### src/rtl/leb128_decoder.sv
// Byte-serial LEB128 decoder: one byte per cycle in, 64-bit value + length + malformed flag out.
// Latency 1 cycle after the terminating byte; result held until out_ready, input stalled meanwhile.
module leb128_decoder #(
    parameter int MAX_BYTES = 10
) (
    input  logic        clk,
    input  logic        reset,
    input  logic [7:0]  in_byte,
    input  logic        in_valid,
    output logic        in_ready,
    input  logic        is_signed,
    input  logic        is_64,
    output logic [63:0] out_value,
    output logic [3:0]  out_len,
    output logic        out_err,
    output logic        out_valid,
    input  logic        out_ready
);

    typedef enum logic {ACCUM, HOLD} state_t;

    localparam logic [3:0] LIM64 = 4'(MAX_BYTES);
    localparam logic [3:0] LIM32 = 4'((MAX_BYTES < 5) ? MAX_BYTES : 5);

    state_t      state;
    logic [3:0]  count;
    logic        sgn_q;
    logic        w64_q;
    logic [63:0] acc;

    logic        sgn;
    logic        w64;
    logic [3:0]  lim;
    logic        last;
    logic [6:0]  sh;
    logic [63:0] acc_next;
    logic [63:0] ext_mask;
    logic [63:0] value;
    logic        bad_tail;
    logic        err;
    logic        done;

    // Mode comes straight from the inputs on the first byte, from the latch afterwards.
    assign sgn = (count == 4'd0) ? is_signed : sgn_q;
    assign w64 = (count == 4'd0) ? is_64 : w64_q;
    assign lim = w64 ? LIM64 : LIM32;
    assign last = ((count + 4'd1) == lim);

    assign sh       = 7'(count) * 7'd7;
    assign acc_next = acc | ({57'd0, in_byte[6:0]} << sh);
    assign ext_mask = ~64'd0 << (sh + 7'd7);
    assign value    = acc_next | ((sgn && in_byte[6]) ? ext_mask : 64'd0);

    // Final-byte payload must not carry bits beyond the target width.
    always_comb begin
        bad_tail = 1'b0;
        if (w64) begin
            if (sgn)
                bad_tail = (in_byte != 8'h00) && (in_byte != 8'h7F);
            else
                bad_tail = |in_byte[6:1];
        end else begin
            if (sgn)
                bad_tail = (in_byte[6:4] != {3{in_byte[3]}});
            else
                bad_tail = |in_byte[6:4];
        end
    end

    assign err  = last && (in_byte[7] || bad_tail);
    assign done = !in_byte[7] || last;

    assign in_ready = reset && (state == ACCUM);

    always_ff @(posedge clk) begin
        if (!reset) begin
            state     <= ACCUM;
            count     <= 4'd0;
            sgn_q     <= 1'b0;
            w64_q     <= 1'b0;
            acc       <= 64'd0;
            out_value <= 64'd0;
            out_len   <= 4'd0;
            out_err   <= 1'b0;
            out_valid <= 1'b0;
        end else begin
            case (state)
                ACCUM: begin
                    if (in_valid) begin
                        if (count == 4'd0) begin
                            sgn_q <= is_signed;
                            w64_q <= is_64;
                        end
                        if (done) begin
                            state     <= HOLD;
                            out_valid <= 1'b1;
                            out_err   <= err;
                            out_len   <= count + 4'd1;
                            out_value <= err ? 64'd0 : (w64 ? value : {32'd0, value[31:0]});
                            count     <= 4'd0;
                            acc       <= 64'd0;
                        end else begin
                            acc   <= acc_next;
                            count <= count + 4'd1;
                        end
                    end
                end
                HOLD: begin
                    if (out_ready) begin
                        out_valid <= 1'b0;
                        out_err   <= 1'b0;
                        state     <= ACCUM;
                    end
                end
                default: state <= ACCUM;
            endcase
        end
    end

endmodule

### config.mk
export PLATFORM = sky130hd
export DESIGN_NAME = leb128_decoder
export DESIGN_NICKNAME = d
export VERILOG_FILES = /design/src/rtl/leb128_decoder.sv
export SDC_FILE = /design/constraint.sdc
export NUM_CORES = 1
export LEC_CHECK = 0
export ABC_AREA = 1
export CAP_MARGIN = 20
export CORE_MARGIN = 2
export CORE_UTILIZATION = 50
export DETAILED_ROUTE_END_ITERATION = 6
export GPL_TIMING_DRIVEN = 1
export PLACE_DENSITY = 0.73
export SLEW_MARGIN = 10
export SYNTH_ARGS = -nofsm -noshare
export SYNTH_HDL_FRONTEND = slang
export SYNTH_SLANG_ARGS = --single-unit
### constraint.sdc
create_clock -name clk -period 6.6 [get_ports clk]
set_clock_uncertainty 0.1 [all_clocks]
set_input_delay 0.66 -clock clk [delete_from_list [all_inputs] [get_ports clk]]
set_output_delay 0.66 -clock clk [all_outputs]
set_load 0.1 [all_outputs]
==> run_results.csv <==
group,metric,value,unit
clock_tree,cts_made_buffers,17,
floorplan,die_w,123,um
global_routing,antenna_violations_before_repair,0,
setup_path,crit_path_frequent_cell,"sky130_fd_sc_hd__nand2_1",
setup_path,worst-endpoint-required,6.87,ns
setup_path,cp-start-kind,"flop",
routing,via_per_inst,5.48,
setup_path,crit_family,"buffers and inverters",
routing,routed_wire_length_per_instance,15.6,um
logic_synthesis,yosys.cell_count.top_type,"sky130_fd_sc_hd__nand2_1",
floorplan,dieHeight,123,um
routing,first_pass_iters,6,
setup_path,critical_path.cell_chain,"clkinv_1 > ha_1 > inv_1 > nand2_1 > nand2_1 > xor2_1 > fa_1 > nand3_1 > nand2_1 > nand2_1 > nand2_1 > buf_4 > inv_1 > nand3_1 > nand2_1 > nand3_1 > nand2_1",
setup_path,critical_path_peak_fanout,32,
routing,detail_route.drc_violations,0,
clock_tree,cts-resized-gates,0,
global_routing,grt_pass1_wl,32.1,mm
setup_path,critPathCaptureType,"flop",
floorplan,floorplan.rows,43,
placed_design,post-dp-hpwl,13.3,mm
sta,fmax,227,MHz
logic_synthesis,ys_types,28,
clock_tree,cts_tree,"built",
pwr,worst_ir_drop_vdd,0.000199,V
routing,num_vias,7074,
setup_path,timing.setup.critical_path_class,"flop to flop",
finish,antenna_cells,0,
logic_synthesis,synth.largest_area_cell,"sky130_fd_sc_hd__dfxtp_1",
clock_tree,cts.htree.levels,4,
pwr,p_leak,3.86,nW
global_routing,maximum_number_of_pins_on_one_net_before_global_route_repair,76,
logic_synthesis,synth-seq-area-share,39.7,%
setup_path,worstSetupStartpoint,"count[1]",
placed_design,port_buffers,84,
run_status,outcome,"completed",
logic_synthesis,ys_async_rst_share,0,%
finish,final_nets,1134,
logic_synthesis,commonest_cells_in_the_synthesized_netlist,"sky130_fd_sc_hd__nand2_1, sky130_fd_sc_hd__dfxtp_1, sky130_fd_sc_hd__nor2_1, sky130_fd_sc_hd__nand3_1, sky130_fd_sc_hd__a21oi_1",
logic_synthesis,syn-cell-area,0.00710,mm^2
sta,final-hold-violation-count,0,
logic_synthesis,synthesis.yosys.warnings,0,
pwr,post_route_total_power,2.67,mW
global_routing,first_global_vias,6265,
sta,setup_viol_count_final,0,
clock_tree,clock_insertion_delay_worst_skew,0.43,ns
setup_path,timing.critical_path.arrival,4.68,ns
setup_path,launch_instance_of_the_worst_register_to_register_path,"count[1]",
routing,detail-route-antenna-nets,0,
floorplan,floorplan.die_area,0.0152,mm^2
logic_synthesis,syn-num-nets,1085,
worst_hold_path,worst_hold_path_type,"flop to flop",
clock_tree,worst_setup_hold_path_clk_slew,0.06,ns
sta,timing.slew.headroom,32.6,%
placed_design,gpl.final_weighted_congestion,0.901,
sta,max_slew.worst_pin.slew,1.01,ns
floorplan,initial_core_util,51.2,%
logic_synthesis,netlist.area_leader.share,39.7,%
clock_tree,cts_setup_buffers,0,
clock_tree,maximum_clock_path_buffer_count,2,
logic_synthesis,synthFlopType,"sky130_fd_sc_hd__dfxtp_1",
finish,area_grow_syn2layout,20.0,%
routing,routed_wirelength,20.2,mm
logic_synthesis,postSynthRegisterBits,141,
sta,setup_tns,0,ns
logic_synthesis,synthTopCellsByArea,"sky130_fd_sc_hd__dfxtp_1, sky130_fd_sc_hd__nand2_1, sky130_fd_sc_hd__nand3_1",
logic_synthesis,post_synth_inst_count,1050,
sta,finalCritPeriodShare,66.7,%
job,max_capacitance_violation_count,0,
worst_hold_path,min-delay-start,"out_value[26]",
sta,final.min_clock_period,4.41,ns
sta,drv_slew,0,
global_routing,globalRouteOverflowTotal,0,
floorplan,floorplan.core_area,0.0139,mm^2
setup_path,cp_slowest_cell,"sky130_fd_sc_hd__inv_1",
logic_synthesis,syn-mean-instance-area,6.77,um^2
pwr,power_per_cell_area,313,mW/mm^2
sta,rsz0062_at_grt,"false",
finish,share_of_cells_above_drive_strength_1,5.85,%
logic_synthesis,synth_edf_count,0,
setup_path,max_stage_delay,0.71,ns
setup_path,crit_buf_inv,4,
global_routing,global_route.usage.total,27.5,%
routing,drt-initial-drc-count,618,
floorplan,io-pin-count,85,
clock_tree,cts_hold_repair.buffers,0,
clock_tree,cts_root_buf,"sky130_fd_sc_hd__clkbuf_16",
clock_tree,numClockSinks,141,
[kinds of logic after synthesis]
logic type / count (synthesis) / share of synthesized area (%)
fa+ha+maj: 21 / 4.02
buf+inv: 127 / 8.17
xor+xnor: 1 / 0.123
compound gates: 101 / 7.43
flops: 141 / 39.7
simple gates: 659 / 40.5
[path summary, 6_finish.rpt]
path	endpoint	slack [ns]	cells after the start
worst max register to register	out_value[22]	2.19	17
worst min-delay path	out_value[26]	0.35	2
worst max-delay path	out_value[22]	2.19	17
worst min register to register	out_value[26]	0.35	2
[worst min-delay path: stages, from the launching register on]
cell                      delay (ns)
sky130_fd_sc_hd__dfxtp_1        0.31
sky130_fd_sc_hd__nand2_1        0.06
sky130_fd_sc_hd__nand2_1        0.04
[where the power goes]
part	switching, mW	leakage (nW)	internal [mW]
Combinational	0.582	2.42	0.176
Clock	0.360	0.296	0.644
Sequential	0.0240	1.14	0.882
Total	0.967	3.86	1.70
[state kept, by name, indices dropped and copies added (netlist names)]
name       cells
state          1
count          4
out_err        1
w64_q          1
sgn_q          1
acc           64
out_valid      1
out_len        4
out_value     64
[cell type report]
type	instances	area, um^2
fill	1330	5360
clock buffer	23	458
clock inverter	9	159
inverter	65	246
tap	180	225
timing repair buffer	92	901
sequential	141	2820
multi-input combinational	782	3710
[placed cells by master (no fill, tap or decap), types with 4 or more instances in the layout]
| cell type | instances |
|---|---|
| sky130_fd_sc_hd__nand2_2 | 5 |
| sky130_fd_sc_hd__o21ai_0 | 31 |
| sky130_fd_sc_hd__nor2_4 | 4 |
| sky130_fd_sc_hd__nand4_1 | 34 |
| sky130_fd_sc_hd__a21oi_1 | 64 |
| sky130_fd_sc_hd__ha_1 | 18 |
| sky130_fd_sc_hd__nor4_1 | 4 |
| sky130_fd_sc_hd__nand3_1 | 94 |
| sky130_fd_sc_hd__nor3_1 | 62 |
| sky130_fd_sc_hd__nand3b_1 | 4 |
| sky130_fd_sc_hd__dfxtp_1 | 141 |
| sky130_fd_sc_hd__clkbuf_16 | 17 |
| sky130_fd_sc_hd__nor2_1 | 120 |
| sky130_fd_sc_hd__nor3_2 | 8 |
| sky130_fd_sc_hd__clkbuf_1 | 5 |
| sky130_fd_sc_hd__inv_1 | 59 |
| sky130_fd_sc_hd__buf_4 | 8 |
| sky130_fd_sc_hd__clkdlybuf4s50_1 | 84 |
| sky130_fd_sc_hd__bufinv_16 | 4 |
| sky130_fd_sc_hd__a21oi_2 | 6 |
| sky130_fd_sc_hd__nand2_1 | 321 |
[per-layer routing]
metal  wire length [um]  track usage (%)  vias to the layer above
li1                   -                -                     3513
met1               8720             36.6                     3217
met2               9170             42.9                      287
met3               1490             5.17                       57
met4                819             13.4                        0
met5                  0                0                        -
[through the flow]
stage          instance area, um^2  instances  hold slack, ns  util, %  setup WS [ns]
6_report                      8520       1292           0.348     61.4           2.19
4_1_cts                       8520       1292           0.352     61.4           2.26
5_1_grt                       8520       1292           0.364     61.4           1.78
2_1_floorplan                 7100       1050           0.333        -           3.46
3_5_place_dp                  7910       1260           0.339     57.0           2.29
3_3_place_gp                  7910       1260           0.338     57.0           2.39
Note: power is estimated with default switching activity, not from simulation.
==> RTL edit 1, RTL diff (config.mk and constraints unchanged) <==
`MAX_BYTES`: 10 -> 5.
--- a/src/rtl/leb128_decoder.sv
+++ b/src/rtl/leb128_decoder.sv
@@ -2,5 +2,5 @@
 // Latency 1 cycle after the terminating byte; result held until out_ready, input stalled meanwhile.
 module leb128_decoder #(
-    parameter int MAX_BYTES = 10
+    parameter int MAX_BYTES = 5
 ) (
     input  logic        clk,
Check against the original RTL: not equivalent (Yosys sat finds a counterexample within 10 cycles, from zero or initial values and one cycle with reset low).
==> RTL edit 1 against the unedited design <==
Sequential cell count unchanged. Core utilization rose by 1.4 points. Routed wire length increased by 2.0%. Synthesized cell count down 3.0%. Setup slack got worse by 0.40 ns. Die area fell by 3.4%. Sequential share of layout area up 0.68 points. Area after synthesis shrank 3.6%. Count of clock-buffer cells in the layout shrank 2. Cell area shrank 2.0%. Highest routed layer unchanged.
Power is not compared: it rests on default switching activity, and its combinational part moved more than twofold at a synthesized area within 25%.
==> RTL edit 1: results (changes against the unedited design) <==
[status]
status=finished clean

[clocking]
cts_root_buffer=clkbuf_16
cts.clk_slew.worst_paths_ns=0.06  ; about the same
numCtsBuffers=17  ; unchanged
clockBufferDepth=2  ; unchanged
cts-resized-gates=0  ; unchanged
cts-htree-levels=4  ; unchanged

[critical_path]
worstPathArrival_ns=5.03  ; +0.35 ns
rrSetupSlack_ns=1.79  ; -0.40 ns
slowest_delay_ns=0.72
crit_path_top_delay_cell=clkinv_1

[global_route]
grt_max_degree=74  ; -2.6%
grt_pass1_wl_um=33100  ; +3.1%
grt_usage_pct=29.3  ; +1.8 points
grt_pass1_vias=6322  ; +0.91%

[timing]
slew_headroom_pct=33.6  ; +0.92 points

[synthesis]
synth.top_cells.by_count=nand2_1 (332), dfxtp_1 (141), nor2_1 (112)
yosysUniqueCellTypes=29  ; +3.6%
synth_seq_area_share_pct=41.2  ; +1.5 points
synth_area_leaders=dfxtp_1 (41%), nand2_1 (18%), nor2_1 (6.1%)
synth_cells=1019  ; -3.0%

[route]
dr.pass1.iters=5  ; -1
vias=6963  ; -1.6%
first_iter_violations=798  ; +29%
drt_wl_total_um=20600  ; +2.0%

[final_layout]
final_cell_count_no_fill=1263  ; -2.2%
drive_above_1_share_pct=4.78  ; -1.1 points
n_antenna_cell=0  ; unchanged
fin_nets=1109  ; -2.2%

[power]
p_sw_share_pct=29.3
ir_drop_mv=0.167

[placed_design]
gp_congestion=0.943  ; +4.6%
hpwl_um=13600  ; +2.4%
dpl-instance-area_um2=7730  ; -2.3%
dp.cells=1231  ; -2.3%

==> RTL edit 1: cell count changes in the layout (fill, tap and decap cells not counted), sizes merged, moves of 4 or more <==
cell	change
nor3	-7
nor2	-8
inv	-4
nand3	-23
nand3b	-4
nand2	+7
a31oi	+4
a21oi	+10
==> RTL edit 1: layout make-up <==
type	instances	area, um2
fill	1279	4940
multi-input combinational	760	3540
sequential	141	2820
timing repair buffer	92	913
clock buffer	21	460
inverter	62	233
tap	176	220
clock inverter	11	164
==> RTL edit 1: power groups by stage <==
stage                     registers, mW  logic [mW]  clock network (mW)
after floorplan                   0.999       0.171                   0
after global placement            0.903       0.361                   0
after detailed placement          0.903       0.363                   0
after CTS                         0.885       0.365                1.02
after global routing              0.887       0.395                1.07
final                             0.885       0.370                1.02
==> RTL edit 1: path summary, 6_finish.rpt <==
| kind | cells after the start | endpoint | from |
|---|---|---|---|
| max | 16 | out_value[23]$_SDFFE_PN0P_ | count[1]$_SDFFE_PN0P_ |
| min | 2 | out_len[2]$_SDFFE_PN0P_ | out_len[2]$_SDFFE_PN0P_ |
| max reg2reg | 16 | out_value[23]$_SDFFE_PN0P_ | count[1]$_SDFFE_PN0P_ |
| min reg2reg | 2 | out_len[2]$_SDFFE_PN0P_ | out_len[2]$_SDFFE_PN0P_ |
==> RTL edit 1: metal layers <==
layer,global-route usage [%],wire [um],vias up
met5,0,0,-
met4,12.2,499,0
met3,5.78,1760,45
met2,43.5,9050,333
met1,41.3,9300,3166
li1,-,-,3419
==> RTL edit 1: cells by family (layout without fill, tap and decap cells) <==
family,Yosys count,count (layout),synth area share [%]
xor+xnor,2,2,0.256
flops,141,141,41.2
simple gates,621,621,38.4
fa+ha+maj,21,21,4.16
compound gates,116,116,8.71
buf+inv,118,186,7.29
==> RTL edit 1: through the flow <==
stage	utilization, %	setup WS [ns]	hold WS, ns
after floorplan	-	3.50	0.325
after global placement	58.0	2.00	0.331
after detailed placement	58.1	1.92	0.337
after CTS	62.8	1.89	0.346
after global routing	62.8	1.39	0.356
final	62.8	1.79	0.345
==> RTL edit 1: tightest hold or removal path: cells and delay by family (launching register included) <==
family,cells,cell delay (ns)
flip-flops,1,0.32
AND/OR/NAND/NOR,2,0.09
==> RTL edit 2, RTL diff (same settings) <==
Made on the original files. Put one more register stage on the output `out_err`, with the module's reset. The value now appears one clock later. The other outputs are not delayed to match.
--- a/src/rtl/leb128_decoder.sv
+++ b/src/rtl/leb128_decoder.sv
@@ -22,4 +22,6 @@
     localparam logic [3:0] LIM64 = 4'(MAX_BYTES);
     localparam logic [3:0] LIM32 = 4'((MAX_BYTES < 5) ? MAX_BYTES : 5);
+
+    logic out_err_s0;
 
     state_t      state;
@@ -82,5 +84,5 @@
             out_value <= 64'd0;
             out_len   <= 4'd0;
-            out_err   <= 1'b0;
+            out_err_s0 <= 1'b0;
             out_valid <= 1'b0;
         end else begin
@@ -95,5 +97,5 @@
                             state     <= HOLD;
                             out_valid <= 1'b1;
-                            out_err   <= err;
+                            out_err_s0 <= err;
                             out_len   <= count + 4'd1;
                             out_value <= err ? 64'd0 : (w64 ? value : {32'd0, value[31:0]});
@@ -109,5 +111,5 @@
                     if (out_ready) begin
                         out_valid <= 1'b0;
-                        out_err   <= 1'b0;
+                        out_err_s0 <= 1'b0;
                         state     <= ACCUM;
                     end
@@ -118,4 +120,12 @@
     end
 
+    always_ff @(posedge clk) begin
+        if (!reset) begin
+            out_err <= '0;
+        end else begin
+            out_err <= out_err_s0;
+        end
+    end
+
 endmodule
 
Formal check against the unedited RTL: same outputs for any inputs over 4 cycles, from zero or initial values and one cycle with reset low; that may be too few to reach the edited logic, so the function may still have changed.
==> RTL edit 2 against the unedited design <==
Total power is 3.6% higher. Cell count is 4.3% higher. Routed wire length is 12% higher. Area after synthesis up 4.2%. Combinational power is 9.6% higher. Cell area up 4.1%. Sequential cell count is 1 higher. Setup slack worse by 0.31 ns.
==> RTL edit 2: results (changes against the unedited design) <==
[global_route]
grt_pass1_wl_um=36300  ; +13%
grt_util_met1_pct=40.1  ; +3.5 points
use_met3_pct=5.10  ; -0.068 points
grt_use_met2_pct=43.8  ; +0.83 points
grt_pass1_vias=6981  ; +11%

[placed_design]
dp_slack_ns=2.01  ; -0.282 ns
gp_congestion=0.981  ; +8.9%
dpl-instance-area_um2=8220  ; +3.9%
hpwl_um=15100  ; +13%

[synthesis]
avgSynthCellArea_um2=6.68  ; -1.2%
synth.top_cells.by_count=nand2_1 (348), dfxtp_1 (142), nor2_1 (137)
synth_nets=1142  ; +5.3%
synth_seq_area_share_pct=38.4  ; -1.3 points
synth_area_leaders=dfxtp_1 (38%), nand2_1 (18%), nor2_1 (6.9%)

[critical_path]
critical_path.top_delay_family=simple AND/OR/NAND/NOR gates
rrSetupSlack_ns=1.88  ; -0.31 ns
r2r_cells=16  ; -1
worstPathArrival_ns=4.98  ; +0.30 ns
crit_path_top_delay_cell=dfxtp_1
worstPathMaxFanout=21  ; -34%
critPathCapture=out_value[58]$_SDFFE_PN0P_

[final_layout]
nNonClkInverters=62  ; -4.6%
buffer_area_share_pct=10.9  ; +0.28 points
seq_cells=142  ; +0.71%
signal_buffers=96  ; +4.3%
fillers=1373  ; +3.2%
drive_above_1_share_pct=6.88  ; +1.0 points
clock_area_share_pct=7.19  ; -0.048 points
final.clkbuf_count=19  ; -17%
seq-cell-share_pct=32.0  ; -1.1 points
fin_nets=1185  ; +4.5%
multi_input_area_share_pct=44.7  ; +1.2 points
final_area_um2=8880  ; +4.1%

[route]
met2_length_um=10100  ; +11%
drt-met1-wl_um=10100  ; +15%
met3_length_um=1650  ; +10%
avgViaCountPerCell=5.60  ; +2.2%
dr.pass1.iters=5  ; -1

[min_path]
hold_path_end=out_err$_SDFF_PN0_
hold_start=out_err_s0$_SDFFE_PN0P_

[power]
p_leak_nw=4.06  ; +5.2%
ir_drop_mv=0.290  ; +46%
seq_power_share_pct=32.8  ; -1.2 points
internal-power_mw=1.74  ; +2.4%
share_comb_of_total_power_pct=30.1  ; +1.7 points

[timing]
fmax_mhz=212  ; -6.6%

[status]
status=finished clean

RTL edit 2: cell count changes in the layout (fill, tap and decap cells not counted), moves of 5 or more:
| cell | unedited run | this run |
|---|---|---|
| nand4_1 | 34 | 67 |
| o21ai_0 | 31 | 11 |
| nand3_1 | 94 | 77 |
| inv_1 | 59 | 54 |
| nor2_1 | 120 | 134 |
| clkbuf_1 | 5 | 0 |
| nand2_1 | 321 | 348 |
RTL edit 2: logic make-up (layout without fill, tap and decap cells):
| kind of cell | Yosys count | count (layout) | share of synthesized area [%] |
|---|---|---|---|
| buffers and inverters | 134 | 190 | 8.18 |
| xor gates and xnor gates | 1 | 1 | 0.118 |
| and+or+nand+nor | 720 | 720 | 42.8 |
| DFF | 142 | 142 | 38.4 |
| adders and majority gates | 21 | 21 | 3.86 |
| AOI/OAI and AO/OA | 89 | 89 | 6.63 |
